### src/rtl/imm_pkg.sv
// Shared types and constants for the immediate-decode stage.
//   imm_fmt_t : immediate format reported alongside each decoded instruction
//   OPC_*     : RISC-V major opcodes recognised by the extractor
//   entry_t   : one held pipeline entry; imm/tag sized for the widest build
package imm_pkg;

    typedef enum logic [2:0] {
        FMT_NONE = 3'd0,
        FMT_I    = 3'd1,
        FMT_S    = 3'd2,
        FMT_B    = 3'd3,
        FMT_U    = 3'd4,
        FMT_J    = 3'd5,
        FMT_Z    = 3'd6
    } imm_fmt_t;

    localparam logic [6:0] OPC_OP_IMM    = 7'b0010011;
    localparam logic [6:0] OPC_LOAD      = 7'b0000011;
    localparam logic [6:0] OPC_JALR      = 7'b1100111;
    localparam logic [6:0] OPC_STORE     = 7'b0100011;
    localparam logic [6:0] OPC_BRANCH    = 7'b1100011;
    localparam logic [6:0] OPC_JAL       = 7'b1101111;
    localparam logic [6:0] OPC_LUI       = 7'b0110111;
    localparam logic [6:0] OPC_AUIPC     = 7'b0010111;
    localparam logic [6:0] OPC_SYSTEM    = 7'b1110011;
    localparam logic [6:0] OPC_MISC_MEM  = 7'b0001111;
    localparam logic [6:0] OPC_OP        = 7'b0110011;
    localparam logic [6:0] OPC_OP_IMM_32 = 7'b0011011;
    localparam logic [6:0] OPC_OP_32     = 7'b0111011;

    // Storage widths of an entry; a build uses the low XLEN / TAG_W bits.
    localparam int IMM_W_MAX = 64;
    localparam int TAG_W_MAX = 64;

    typedef struct packed {
        logic [IMM_W_MAX-1:0] imm;
        imm_fmt_t             fmt;
        logic                 illegal;
        logic [TAG_W_MAX-1:0] tag;
    } entry_t;

endpackage

### src/rtl/imm_extract.sv
// Combinational immediate extractor.
//   instr   : 32-bit instruction word
//   imm     : immediate, sign- or zero-extended to XLEN
//   fmt     : immediate format
//   illegal : opcode not recognised for this XLEN
module imm_extract
    import imm_pkg::*;
#(
    parameter int XLEN = 32
) (
    input  logic [31:0]     instr,
    output logic [XLEN-1:0] imm,
    output imm_fmt_t        fmt,
    output logic            illegal
);

    // Every format is first built as a 32-bit value whose bit 31 is the
    // sign, so a single signed widening covers RV32 and RV64 alike; the
    // zero-extended CSR immediate has bit 31 clear and widens with zeros.
    logic [31:0] imm32_s;
    logic        sign_s;

    assign sign_s = instr[31];

    // Opcode decode into format, 32-bit immediate and illegal flag.
    always_comb begin
        imm32_s = 32'd0;
        fmt     = FMT_NONE;
        illegal = 1'b0;
        case (instr[6:0])
            OPC_OP_IMM, OPC_LOAD, OPC_JALR: begin
                imm32_s = {{20{sign_s}}, instr[31:20]};
                fmt     = FMT_I;
            end
            OPC_STORE: begin
                imm32_s = {{20{sign_s}}, instr[31:25], instr[11:7]};
                fmt     = FMT_S;
            end
            OPC_BRANCH: begin
                imm32_s = {{20{sign_s}}, instr[7], instr[30:25], instr[11:8], 1'b0};
                fmt     = FMT_B;
            end
            OPC_JAL: begin
                imm32_s = {{12{sign_s}}, instr[19:12], instr[20], instr[30:21], 1'b0};
                fmt     = FMT_J;
            end
            OPC_LUI, OPC_AUIPC: begin
                imm32_s = {instr[31:12], 12'd0};
                fmt     = FMT_U;
            end
            OPC_SYSTEM: begin
                // funct3[2] selects the CSR-immediate forms (uimm in rs1 field).
                if (instr[14]) begin
                    imm32_s = {27'd0, instr[19:15]};
                    fmt     = FMT_Z;
                end else begin
                    fmt     = FMT_NONE;
                end
            end
            OPC_MISC_MEM, OPC_OP: begin
                fmt = FMT_NONE;
            end
            OPC_OP_IMM_32: begin
                if (XLEN == 64) begin
                    imm32_s = {{20{sign_s}}, instr[31:20]};
                    fmt     = FMT_I;
                end else begin
                    illegal = 1'b1;
                end
            end
            OPC_OP_32: begin
                if (XLEN == 64) begin
                    fmt     = FMT_NONE;
                end else begin
                    illegal = 1'b1;
                end
            end
            default: begin
                illegal = 1'b1;
            end
        endcase
    end

    assign imm = XLEN'($signed(imm32_s));

endmodule

### src/rtl/imm_decode_stage.sv
// Registered, handshaked immediate-decode stage with a 2-entry skid buffer.
//   clk, rst_n             : clock, asynchronous active-low reset
//   flush                  : synchronous kill of held entries and the input beat
//   in_valid/in_ready      : upstream handshake; in_ready is a register output
//   in_instr, in_tag       : instruction word and its sideband tag
//   out_valid/out_ready    : downstream handshake
//   out_imm, out_fmt,
//   out_illegal, out_tag   : decoded entry currently presented
module imm_decode_stage
    import imm_pkg::*;
#(
    parameter int XLEN  = 32,
    parameter int TAG_W = 32
) (
    input  logic             clk,
    input  logic             rst_n,
    input  logic             flush,
    input  logic             in_valid,
    output logic             in_ready,
    input  logic [31:0]      in_instr,
    input  logic [TAG_W-1:0] in_tag,
    output logic             out_valid,
    input  logic             out_ready,
    output logic [XLEN-1:0]  out_imm,
    output imm_fmt_t         out_fmt,
    output logic             out_illegal,
    output logic [TAG_W-1:0] out_tag
);

    logic [XLEN-1:0] ext_imm_s;
    imm_fmt_t        ext_fmt_s;
    logic            ext_illegal_s;
    entry_t          entry_s;
    entry_t          main_r;
    entry_t          skid_r;
    logic            main_valid_r;
    logic            skid_valid_r;
    logic            accept_s;
    logic            emit_s;
    logic            load_main_in_s;
    logic            load_main_skid_s;
    logic            load_skid_s;
    logic            unused_bits_s;

    imm_extract #(.XLEN(XLEN)) u_extract (
        .instr   (in_instr),
        .imm     (ext_imm_s),
        .fmt     (ext_fmt_s),
        .illegal (ext_illegal_s)
    );

    // Pack the freshly decoded instruction into an entry.
    always_comb begin
        entry_s         = '0;
        entry_s.imm     = IMM_W_MAX'(ext_imm_s);
        entry_s.fmt     = ext_fmt_s;
        entry_s.illegal = ext_illegal_s;
        entry_s.tag     = TAG_W_MAX'(in_tag);
    end

    // The skid can only be empty-to-full while main is stalled, so
    // in_ready depends on the skid bit alone and never on out_ready.
    assign accept_s = in_valid && !skid_valid_r;
    assign emit_s   = main_valid_r && out_ready;

    // Data-path steering: main refills from the skid first to keep FIFO order.
    always_comb begin
        load_main_in_s   = 1'b0;
        load_main_skid_s = 1'b0;
        load_skid_s      = 1'b0;
        if (!main_valid_r) begin
            load_main_in_s = accept_s;
        end else if (emit_s) begin
            if (skid_valid_r) begin
                load_main_skid_s = 1'b1;
            end else begin
                load_main_in_s = accept_s;
            end
        end else begin
            load_skid_s = accept_s;
        end
    end

    // Occupancy bits; flush wins over any concurrent emit or accept.
    always_ff @(posedge clk or negedge rst_n) begin
        if (!rst_n) begin
            main_valid_r <= 1'b0;
            skid_valid_r <= 1'b0;
        end else if (flush) begin
            main_valid_r <= 1'b0;
            skid_valid_r <= 1'b0;
        end else begin
            if (load_main_in_s || load_main_skid_s) begin
                main_valid_r <= 1'b1;
            end else if (emit_s) begin
                main_valid_r <= 1'b0;
            end
            if (load_skid_s) begin
                skid_valid_r <= 1'b1;
            end else if (load_main_skid_s) begin
                skid_valid_r <= 1'b0;
            end
        end
    end

    // Entry payload registers; flush only clears occupancy, payload is don't-care.
    always_ff @(posedge clk or negedge rst_n) begin
        if (!rst_n) begin
            main_r <= '0;
            skid_r <= '0;
        end else begin
            if (load_main_skid_s) begin
                main_r <= skid_r;
            end else if (load_main_in_s) begin
                main_r <= entry_s;
            end
            if (load_skid_s) begin
                skid_r <= entry_s;
            end
        end
    end

    assign in_ready    = !skid_valid_r;
    assign out_valid   = main_valid_r;
    assign out_imm     = main_r.imm[XLEN-1:0];
    assign out_fmt     = main_r.fmt;
    assign out_illegal = main_r.illegal;
    assign out_tag     = main_r.tag[TAG_W-1:0];

    // Storage bits above the configured widths are never presented.
    assign unused_bits_s = ^{main_r.imm, main_r.tag};

endmodule
### config.mk
export PLATFORM = sky130hd
export DESIGN_NAME = imm_decode_stage
export DESIGN_NICKNAME = d
export VERILOG_FILES = /design/src/rtl/imm_pkg.sv /design/src/rtl/imm_extract.sv /design/src/rtl/imm_decode_stage.sv
export SDC_FILE = /design/constraint.sdc
export NUM_CORES = 1
export LEC_CHECK = 0
export CAP_MARGIN = 20
export CORE_MARGIN = 1.5
export CORE_UTILIZATION = 25
export CTS_CLUSTER_SIZE = 25
export DETAILED_ROUTE_END_ITERATION = 16
export PLACE_DENSITY_LB_ADDON = 0.05
export SETUP_SLACK_MARGIN = 0.4
export SLEW_MARGIN = 20
export SYNTH_ARGS = -nofsm -noshare
export SYNTH_HDL_FRONTEND = slang
export SYNTH_SLANG_ARGS = --single-unit
### constraint.sdc
create_clock -name clk -period 3.2 [get_ports clk]
set_clock_uncertainty 0.2 [all_clocks]
set_input_delay 0.32 -clock clk [delete_from_list [all_inputs] [get_ports clk]]
set_output_delay 0.32 -clock clk [all_outputs]
set_load 0.02 [all_outputs]
# Word level (Yosys, flattened, before mapping)
# Index checks and enable logic that the tools add are counted.
word_totals:
  out_inout_bits: 70
  reg_bits: 138
  input_bits: 69
op_classes:
  mux: 21
  n_reduce_logical: 10
  eq_ne: 11
ops:
  columns: ["operator", "n"]
  rows:
  - ["$mux 100", 2]
  - ["$pmux 32 s6", 1]
  - ["$eq 7x7->1 const B", 4]
  - ["$eq 7x6->1 const B", 3]
  - ["$pmux 3 s6", 1]
  - ["$mux 1", 15]
  - ["$eq 7x5->1 const B", 2]
  - ["$reduce_or 11->1", 1]
  - ["$eq 7x2->1 const B", 1]
  - ["$eq 7x4->1 const B", 1]
  - ["$reduce_bool 3->1", 2]
  - ["$mux 5", 1]
  - ["$mux 3", 1]
  - ["$reduce_or 3->1", 1]
  - ["$logic_and 1x1->1", 2]
  - ["$reduce_bool 2->1", 1]
  - ["$reduce_or 2->1", 1]
  - ["$logic_not 1->1", 1]
  - ["$logic_or 1x1->1", 1]

# Depth between registers and ports, before layout
# Gate-level depths: netlist of run 1.
depth:
  word_depth: 8
  ltp_mapped: 7
  ltp_nobuf: 4

# Cells and area by module
# A second synthesis of run 1 with hierarchy kept.
hier_totals:
  cells_unflattened: 704
  hier_area_um2: 7342.0
modules_own_cells:
  columns: ["module", "cells_per_inst", "seq_area_each_um2", "area_each_um2", "n_inst"]
  rows:
  - ["imm_decode_stage", 625, 3453.3, 6712.7, 1]
  - ["imm_extract", 79, 0.0, 629.4, 1]

# Worst setup path before layout of run 1
# No wires, ideal clock.
synth_path:
  path_type: "register -> register"
  startpoint: "reg main_valid_r, in the netlist out_valid"
  endpoint: "reg main_r (netlist bit out_imm[2])"
  path_buffers: 2
  path_stages_with_launch: 7
  t_required_ps: 2876
  arrival_time_ps: 1528
  synth_period_minus_slack_ps: 1852
  path_slack_ps: 1348
  cell_sequence: "dfrtp_1 > and3_1 > clkbuf_1 > a21oi_2 > buf_2 > a22o_1 > a211o_1"
synth_between:
  elab_chain_len: 4
synth_rtl:
  columns: ["element", "line", "text"]
  rows:
  - ["start: declaration", "imm_decode_stage.sv:36", "logic main_valid_r;"]
  - ["start signal: assignment", "imm_decode_stage.sv:87", "main_valid_r <= 1'b0;"]
  - ["start signal: assignment", "imm_decode_stage.sv:90", "main_valid_r <= 1'b0;"]
  - ["start signal: assignment", "imm_decode_stage.sv:94", "main_valid_r <= 1'b1;"]
  - ["$logic_and 1x1->1", "imm_decode_stage.sv:64", "assign emit_s = main_valid_r && out_ready;"]
  - ["$mux 1", "imm_decode_stage.sv:73", "end else if (emit_s) begin"]
  - ["$mux 1", "imm_decode_stage.sv:71", "if (!main_valid_r) begin"]
  - ["$mux 100 or $reduce_bool 2->1 (tied branches)", null, null]
  - ["end signal: assignment", "imm_decode_stage.sv:113", "main_r <= skid_r;"]
  - ["end signal: assignment", "imm_decode_stage.sv:115", "main_r <= entry_s;"]
  - ["end: declaration", "imm_decode_stage.sv:34", "entry_t main_r;"]
# Several ways; a longest one is shown, not always the timed one.
# A chain may end at the register's enable or synchronous reset.

# Worst setup path in the final report of run 1
layout_path:
  startpoint: "reg skid_valid_r"
  endpoint: "reg main_r (netlist bit out_tag[18])"
layout_between:
  elab_chain_len: 6
layout_rtl:
  columns: ["element", "line", "text"]
  rows:
  - ["start: declaration", "imm_decode_stage.sv:37", "logic skid_valid_r;"]
  - ["start signal: assignment", "imm_decode_stage.sv:88", "skid_valid_r <= 1'b0;"]
  - ["start signal: assignment", "imm_decode_stage.sv:91", "skid_valid_r <= 1'b0;"]
  - ["start signal: assignment", "imm_decode_stage.sv:99", "skid_valid_r <= 1'b1;"]
  - ["$logic_not 1->1", "imm_decode_stage.sv:63", "assign accept_s = in_valid && !skid_valid_r;"]
  - ["$logic_and 1x1->1", "imm_decode_stage.sv:63", null]
  - ["$mux 1", "imm_decode_stage.sv:74", "if (skid_valid_r) begin"]
  - ["$mux 1", "imm_decode_stage.sv:73", null]
  - ["$mux 1", "imm_decode_stage.sv:71", null]
  - ["$reduce_bool 2->1 (no source line)", null, null]
# Several ways; a longest one is shown, not always the timed one.

==> impl_metrics.ini, run 1 <==
[status]
status = completed

[die]
start_util = 0.257
num_io_pins = 139
die_area_mm2 = 0.0253
die_w_um = 159
rows = 56
die_height_um = 159
fp.coreArea_mm2 = 0.0237

[cts]
clockBufferDepth = 2
cts_root_buf = clkbuf_16
htree_levels = 4
clock_latency_ns = 0.42
clkTransAtPathRegs_ns = 0.06
cts_num_sinks = 138
cts_buffers = 17
cts_tree = built
post_cts_buffers = 0

[grt]
grt_max_degree = 60
antenna_found_initial = 1
track_usage = 0.156
grt_pass1_vias = 5417
grt_first_pass_wirelength_um = 31200
overflow = 0

[pwr]
power_leakage_nw = 4.02
cellPowerDensity_mw_per_mm2 = 595
ir_drop_v = 0.000321
total_power_mw = 5.05

[sta]
fin_setup_tns_ns = 0
final-hold-violation-count = 0
slew_headroom = 0.558
setup_viol = 0
worst_pin_slew_ns = 0.663
min_period_over_period = 0.725
hold_ws_ns = 0.248
finalCriticalPeriod_ns = 2.32
slew_violations = 0
max_freq_mhz = 431
rsz0062_at_grt = false

[final_layout]
area_growth_syn_to_layout_pct = 39.4
postLayoutCoreUtil = 0.358
drive_gt1_frac = 0.0809
n_antenna_cell = 0
layout.nets = 810

[placed_design]
port_buffers = 138
hpwl_um = 12600
routabilityCongestion = 0.760

[yosys]
netlist_area_mm2 = 0.00608
synth_nets = 681
yosysWarnings = 0
synthTopCellsByArea = dfrtp_1, nand2_1, a22oi_1
ys_ff_latch = 138
yosysMostFrequentCell = nand2_1
ys_seq_area_frac = 0.568
synthDistinctLibCells = 45
yosys-top-cells-count = nand2_1, dfrtp_1, a22oi_1, a21oi_1
syn_area_per_cell_um2 = 9.94
yosys_most_used_dff = dfrtp_1
synth_top_area_frac = 0.568
syn_inst = 612
synth_top_area_cell = dfrtp_1
synth-async-reset-ratio = 1.00
synth_edf_count = 0

[worst_setup_path]
arrival_ns = 2.47
ff2ff_path_depth = 6
reg2reg_from = skid_valid_r
cp_data_required_time_ns = 3.35
crit_start = skid_valid_r
end_kind = register
start_kind = register
rrSetupSlack_ns = 0.88
crit_type = register to register
worstSetupEndpoint = out_tag[18]
worstPathMaxFanout = 28
r2r_end = out_tag[18]

[drt]
wire_per_inst_um = 18.0
vias_per_cell = 4.78
first_pass_iters = 5
via_count = 5130
antenna_left = 0
remaining_drc_errors = 0
dr.first_iter.drc_count = 380
routed_wirelength_um = 19300

[job]
maxCapViolations = 0

[worst_hold_path]
hold_class = input port to asynchronous set/reset pin
==> flip-flops by register name, summed over array words and instances, names as in the netlist <==
register      count
skid_r           68
out_imm          32
out_tag          32
out_fmt           3
out_illegal       1
out_valid         1
skid_valid_r      1
==> placed cells by master, fill, tap and decap left out, types with 2 or more instances in the layout <==
cell               n
a222oi_1          11
bufinv_16          4
a221o_1           13
a22oi_1           35
clkdlybuf4s50_1  137
clkinvlp_4         2
nand2_1          181
clkinv_4           2
nor3b_1            2
nor2_4             2
o22ai_1            2
and4_1             5
dfrtp_1          138
clkinv_2           2
a22o_1            28
buf_4             16
a211o_1           12
a21o_1            10
nand2b_1           2
nor2b_1            8
a2bb2oi_1          2
o21a_1             2
o21ai_0            7
nor2_1            26
inv_1              5
and2_1             3
nand3_1            4
a211oi_1           4
and3_1             5
a21oi_1           29
clkbuf_16         17
o21ai_1            4
a21oi_2            2
inv_6              3
o211ai_1           6
clkbuf_8           2
==> metrics by stage <==
step / instance area (µm²) / setup slack, ns / std cells
finish: 8470 / 0.881 / 1073
global route: 8470 / 0.712 / 1073
CTS: 8470 / 0.854 / 1073
detailed placement: 7820 / 0.469 / 1040
global placement: 7820 / 0.489 / 1040
floorplan: 6080 / 1.35 / 612
==> worst min-delay path by stage <==
stage / to / startpoint / depth (start not counted) / slack, ns
4_1_cts: skid_r[10] / in_tag[10] / 3 / 0.24
3_3_place_gp: out_tag[6] / rst_n / 1 / 0.14
2_1_floorplan: out_fmt[0] / rst_n / 0 / -0.18
5_1_grt: skid_r[5] / in_tag[5] / 3 / 0.25
6_report: out_tag[6] / rst_n / 2 / 0.25
3_5_place_dp: out_tag[6] / rst_n / 1 / 0.15
==> cell type report <==
type                       instances  area, µm²
fill                            2457      15200
sequential                       138       3450
multi-input combinational        423       2430
timing repair buffer             156       1530
clock buffer                      19        453
tap                              319        399
clock inverter                    13        189
inverter                           5       18.8
==> routing by layer <==
layer | up-vias | wire length (µm) | track usage
met4 | 0 | 203 | 0.0429
met3 | 12 | 804 | 0.0333
met5 | - | 0 | 0
met2 | 127 | 9240 | 0.255
met1 | 2555 | 9010 | 0.209
li1 | 2436 | - | -
==> worst max-delay path, cell delays in order, from the launching register on <==
cell and delay [ns]:
dfrtp_1 0.43, and3_2 0.46, a21oi_4 0.21, buf_4 0.37, buf_4 0.37, nand2_1 0.10
nand2_1 0.08
==> kinds of logic after synthesis <==
family | share of synthesized area
buffers and inverters | 0.0366
flip-flops | 0.568
multiplexers | 0.00432
AO/OA/AOI/OAI | 0.218
AND/OR/NAND/NOR | 0.173
==> where the power goes <==
group          total [mW]  switching [mW]  internal (mW)  leakage (nW)
combinational       0.791           0.431          0.360          1.92
sequential           2.10           0.130           1.97          1.79
clock                2.15           0.799           1.35         0.310
==> repair_timing <==
action / in CTS / in global routing
gates resized for setup: 0 / 0
hold buffers: 1 / 0
endpoints found under the hold margin: 57 / 0
(Power assumes the default switching activity.)
==> run 2: changes to the inputs <==
clock period = 2.4 ns   (was 3.2 ns; I/O delays follow)
==> run 2 against run 1 <==
Register-to-register slack lost 0.30 ns; global-route usage is 0.16 points lower; clock power grew 22%; worst hold slack worse by 0.12 ns; critical endpoint is now in_ready; non-clock buffer count up 18; sequential power up 33%.
==> impl_metrics.ini, run 2 (synthesized netlist as in run 1, its figures left out) <==
[final_layout]
layout_commonest_cell = nand2_1
max_flop_register = skid_r
postLayoutCoreUtil = 0.364
design_area_mm2 = 0.00863
layout.nets = 828
drive_gt1_frac = 0.104
n_antenna_cell = 0
area_growth_syn_to_layout_pct = 41.9
final_cell_mix = nand2_1, dfrtp_1, clkdlybuf4s50_1, a22oi_1
largest_reg_flops = 68

[sta]
hold_ws_ns = 0.124
rsz0062_at_grt = false
slew_headroom = 0.616
finalCriticalPeriod_ns = 1.94
max_freq_mhz = 514
min_period_over_period = 0.810
slew_violations = 0
final-hold-violation-count = 0
worst_pin_slew_ns = 0.576
fin_setup_tns_ns = 0
setup_viol = 0

[grt]
antenna_found_initial = 0
overflow = 0
grt_pass1_vias = 5478
grt_max_degree = 53
track_usage = 0.155
grt_first_pass_wirelength_um = 30700

[job]
maxCapViolations = 0

[cts]
clockBufferDepth = 2
clock_latency_ns = 0.42
cts_num_sinks = 138
cts_buffers = 17
htree_levels = 4
clkTransAtPathRegs_ns = 0.07
cts_root_buf = clkbuf_16
cts_tree = built
post_cts_buffers = 0

[pwr]
ir_drop_v = 0.000382
power_leakage_nw = 4.11
cellPowerDensity_mw_per_mm2 = 755

[die]
fp.coreArea_mm2 = 0.0237
rows = 56
die_height_um = 159
die_w_um = 159
start_util = 0.257
num_io_pins = 139
die_area_mm2 = 0.0253

[drt]
wire_per_inst_um = 17.5
first_pass_iters = 7
antenna_left = 0
via_count = 5269
dr.first_iter.drc_count = 314
remaining_drc_errors = 0
routed_wirelength_um = 19100
vias_per_cell = 4.83

[worst_setup_path]
cp_data_required_time_ns = 1.96
crit_type = register to output pin
start_kind = register
end_kind = output pin
slowest_stage = clkdlybuf4s50_1
arrival_ns = 1.50
slowest_delay_ns = 0.59
cp_top_family = buffers and inverters
path_cells = inv_1, clkdlybuf4s50_1
path_buf_inv = 2
worstPathMaxFanout = 6

[placed_design]
placed_cell_area_mm2 = 0.00802
hpwl_um = 12900
port_buffers = 138
routabilityCongestion = 0.875

[status]
status = completed

[worst_hold_path]
hold_class = input port to asynchronous set/reset pin
==> run 2: final timing paths <==
path / startpoint / to / slack (ns) / cells after the start
worst max-delay path: skid_valid_r / in_ready / 0.46 / 2
worst min-delay path: rst_n / skid_r[8] / 0.12 / 2
worst max register to register: out_valid / out_imm[1] / 0.58 / 5
worst min register to register: out_tag[24] / out_tag[24] / 0.27 / 2
max in group asynchronous: rst_n / out_imm[16] / 1.15 / 3
min in group clk: in_tag[7] / skid_r[7] / 0.18 / 3
==> run 2: layout make-up <==
type	count	area [µm²]
clock buffers	18	439
flip-flops and latches	138	3450
inverters	5	18.8
fillers	2435	15100
repair buffers	174	1730
clock inverters	13	144
well taps	319	399
multi-input cells	423	2440
==> run 2: metrics by stage <==
step           setup slack, ns  instances  total power, mW
3_5_place_dp           -0.0522       1058             3.93
6_report                 0.455       1090             6.51
2_1_floorplan            0.548        612             3.34
4_1_cts                  0.437       1090             6.62
5_1_grt                  0.401       1090             6.86
3_3_place_gp            0.0298       1058             3.91
==> run 2: timing repair <==
action / CTS / global route
endpoints found under the setup margin: 4 / 13
hold buffers: 1 / 0
hold endpoints to repair: 42 / 0
gates resized for setup: 1 / 2
==> run 2: routing by layer <==
layer,wire (µm),share of wire,track usage,vias to the layer above
met3,809,0.042,0.0370,26
met5,0,0,0,-
li1,-,-,-,2476
met2,9340,0.49,0.261,132
met4,365,0.019,0.0523,0
met1,8600,0.45,0.194,2635
==> run 2: power by group <==
group | leakage [nW] | internal [mW] | switching, mW
Sequential | 1.79 | 2.63 | 0.173
Clock | 0.286 | 1.56 | 1.07
Combinational | 2.03 | 0.503 | 0.574
Total | 4.11 | 4.69 | 1.82
==> run 3: changes to the inputs <==
clock period = 2 ns   (was 2.4 ns; I/O delays follow)
==> run 3 against run 2 <==
Clock power is 12% higher; sequential power up 20%; design area up 8.4%; highest routed layer unchanged; largest power group unchanged; combinational power is 27% higher; total power rose by 18%; global-route usage increased by 1.4 points; largest cell class unchanged; first-iteration DRC count grew 24%; wire length up 8.1%.
==> impl_metrics.ini, run 3 (synthesized netlist as in run 1, its figures left out) <==
[sta]
hold_ws_ns = 0.0643
min_period_over_period = 0.877
slew_violations = 0
layout_setup_ws_ns = 0.245
max_freq_mhz = 570
slew_headroom = 0.731
fin_setup_tns_ns = 0
finalCriticalPeriod_ns = 1.75
worst_pin_slew_ns = 0.403
setup_viol = 0
rsz0062_at_grt = true
final-hold-violation-count = 0

[worst_setup_path]
cp_top_family = buffers and inverters
path_cells = clkdlybuf4s50_1, nand2b_2, nor2_4, buf_12, and3_1, buf_4, a221o_1
worstPathMaxFanout = 8
start_kind = input port
arrival_ns = 1.85
slowest_delay_ns = 0.59
end_kind = register
cp_data_required_time_ns = 2.09
slowest_stage = clkdlybuf4s50_1
crit_type = input port to register
path_buf_inv = 3

[placed_design]
port_buffers = 138
routabilityCongestion = 0.757
placed_cell_area_mm2 = 0.00818
pre_cts_slack_ns = -0.151
hpwl_um = 13500
dp_cells = 1072

[die]
fp.coreArea_mm2 = 0.0237
start_util = 0.257
num_io_pins = 139
die_height_um = 159
die_area_mm2 = 0.0253
die_w_um = 159
rows = 56

[job]
maxCapViolations = 0

[cts]
cts_tree = built
clockBufferDepth = 2
clock_latency_ns = 0.41
clkTransAtPathRegs_ns = 0.06
cts_root_buf = clkbuf_16
cts_buffers = 17
htree_levels = 4
cts_num_sinks = 138

[pwr]
ir_drop_v = 0.000465
pwr-share-clk = 0.383
netSwitchingFraction = 0.283
power_leakage_nw = 4.69
p_comb_frac = 0.178
internal-power_mw = 5.50
p_switching_mw = 2.17
cellPowerDensity_mw_per_mm2 = 821
pwr-share-seq = 0.439

[final_layout]
design_area_mm2 = 0.00935
layout.nets = 868
final_cell_mix = nand2_1, dfrtp_1, dlygate4sd2_1, clkdlybuf4s50_1, buf_4
fin_cells = 1129
drive_gt1_frac = 0.198
max_flop_register = skid_r
n_antenna_cell = 0
area_growth_syn_to_layout_pct = 53.7
layout_commonest_cell = nand2_1
largest_reg_flops = 68

[drt]
dr.first_iter.drc_count = 388
vias_per_cell = 4.85
routed_wirelength_um = 20700
via_count = 5473
wire_per_inst_um = 18.3
antenna_left = 0
remaining_drc_errors = 0
first_pass_iters = 7

[grt]
track_usage = 0.168
grt_max_degree = 44
grt_pass1_vias = 5711
antenna_found_initial = 0
overflow = 0
grt_first_pass_wirelength_um = 32800

[worst_hold_path]
hold_class = input port to asynchronous set/reset pin

[status]
status = completed
==> run 3: metrics by stage <==
stage	total power, mW	util
2_1_floorplan	4.03	-
3_3_place_gp	4.73	0.345
6_report	7.67	0.395
3_5_place_dp	4.76	0.345
4_1_cts	7.76	0.387
5_1_grt	8.08	0.395
==> run 3: what timing repair did <==
item / 4_1_cts / 5_1_grt
gates resized for setup: 129 / 42
endpoints found under the hold margin: 138 / 0
setup endpoints to repair: 201 / 141
pin swaps: 23 / 20
setup buffers: 11 / 7
gates cloned: 7 / 1
hold buffers: 1 / 0
==> run 3: worst register-to-register path, stage by stage (launching register included) <==
cell and delay [ns]:
dfrtp_2 0.43, and3_4 0.24, buf_12 0.16, clkbuf_16 0.15
a22o_1 0.20, a211o_1 0.22
==> run 3: layout make-up <==
type | count | area [µm²]
clock buffer | 19 | 443
timing repair buffer | 214 | 2290
sequential | 138 | 3460
clock inverter | 11 | 97.6
fill | 2398 | 14300
inverter | 5 | 18.8
multi-input combinational | 423 | 2650
tap | 319 | 399
==> run 3: power groups by stage <==
| stage | clock network, mW | logic [mW] | registers (mW) |
|---|---|---|---|
| 3_3_place_gp | 0 | 1.33 | 3.40 |
| 3_5_place_dp | 0 | 1.35 | 3.42 |
| 5_1_grt | 3.16 | 1.50 | 3.42 |
| 4_1_cts | 3.04 | 1.36 | 3.37 |
| 2_1_floorplan | 0 | 0.504 | 3.52 |
| 6_report | 2.94 | 1.37 | 3.37 |
==> run 3: per-layer routing <==
metal  wire [µm]  part of all wire  vias up  track usage
li1            -                 -     2568            -
met1        9610              0.47     2727        0.228
met2        9760              0.47      160        0.270
met3         920             0.045       18       0.0341
met4         376             0.018        0       0.0549
met5           0                 0        -            0
==> run 3: final timing paths <==
kind,startpoint,to,slack (ns),cells after the start
min in group clk,in_tag[22],skid_r[22],0.14,3
setup reg to reg,skid_valid_r,out_imm[15],0.29,5
max in group asynchronous,rst_n,skid_valid_r,0.93,3
setup / recovery,out_ready,skid_r[83],0.25,7
hold reg to reg,out_tag[12],out_tag[12],0.27,2
hold / removal,rst_n,out_tag[6],0.06,2
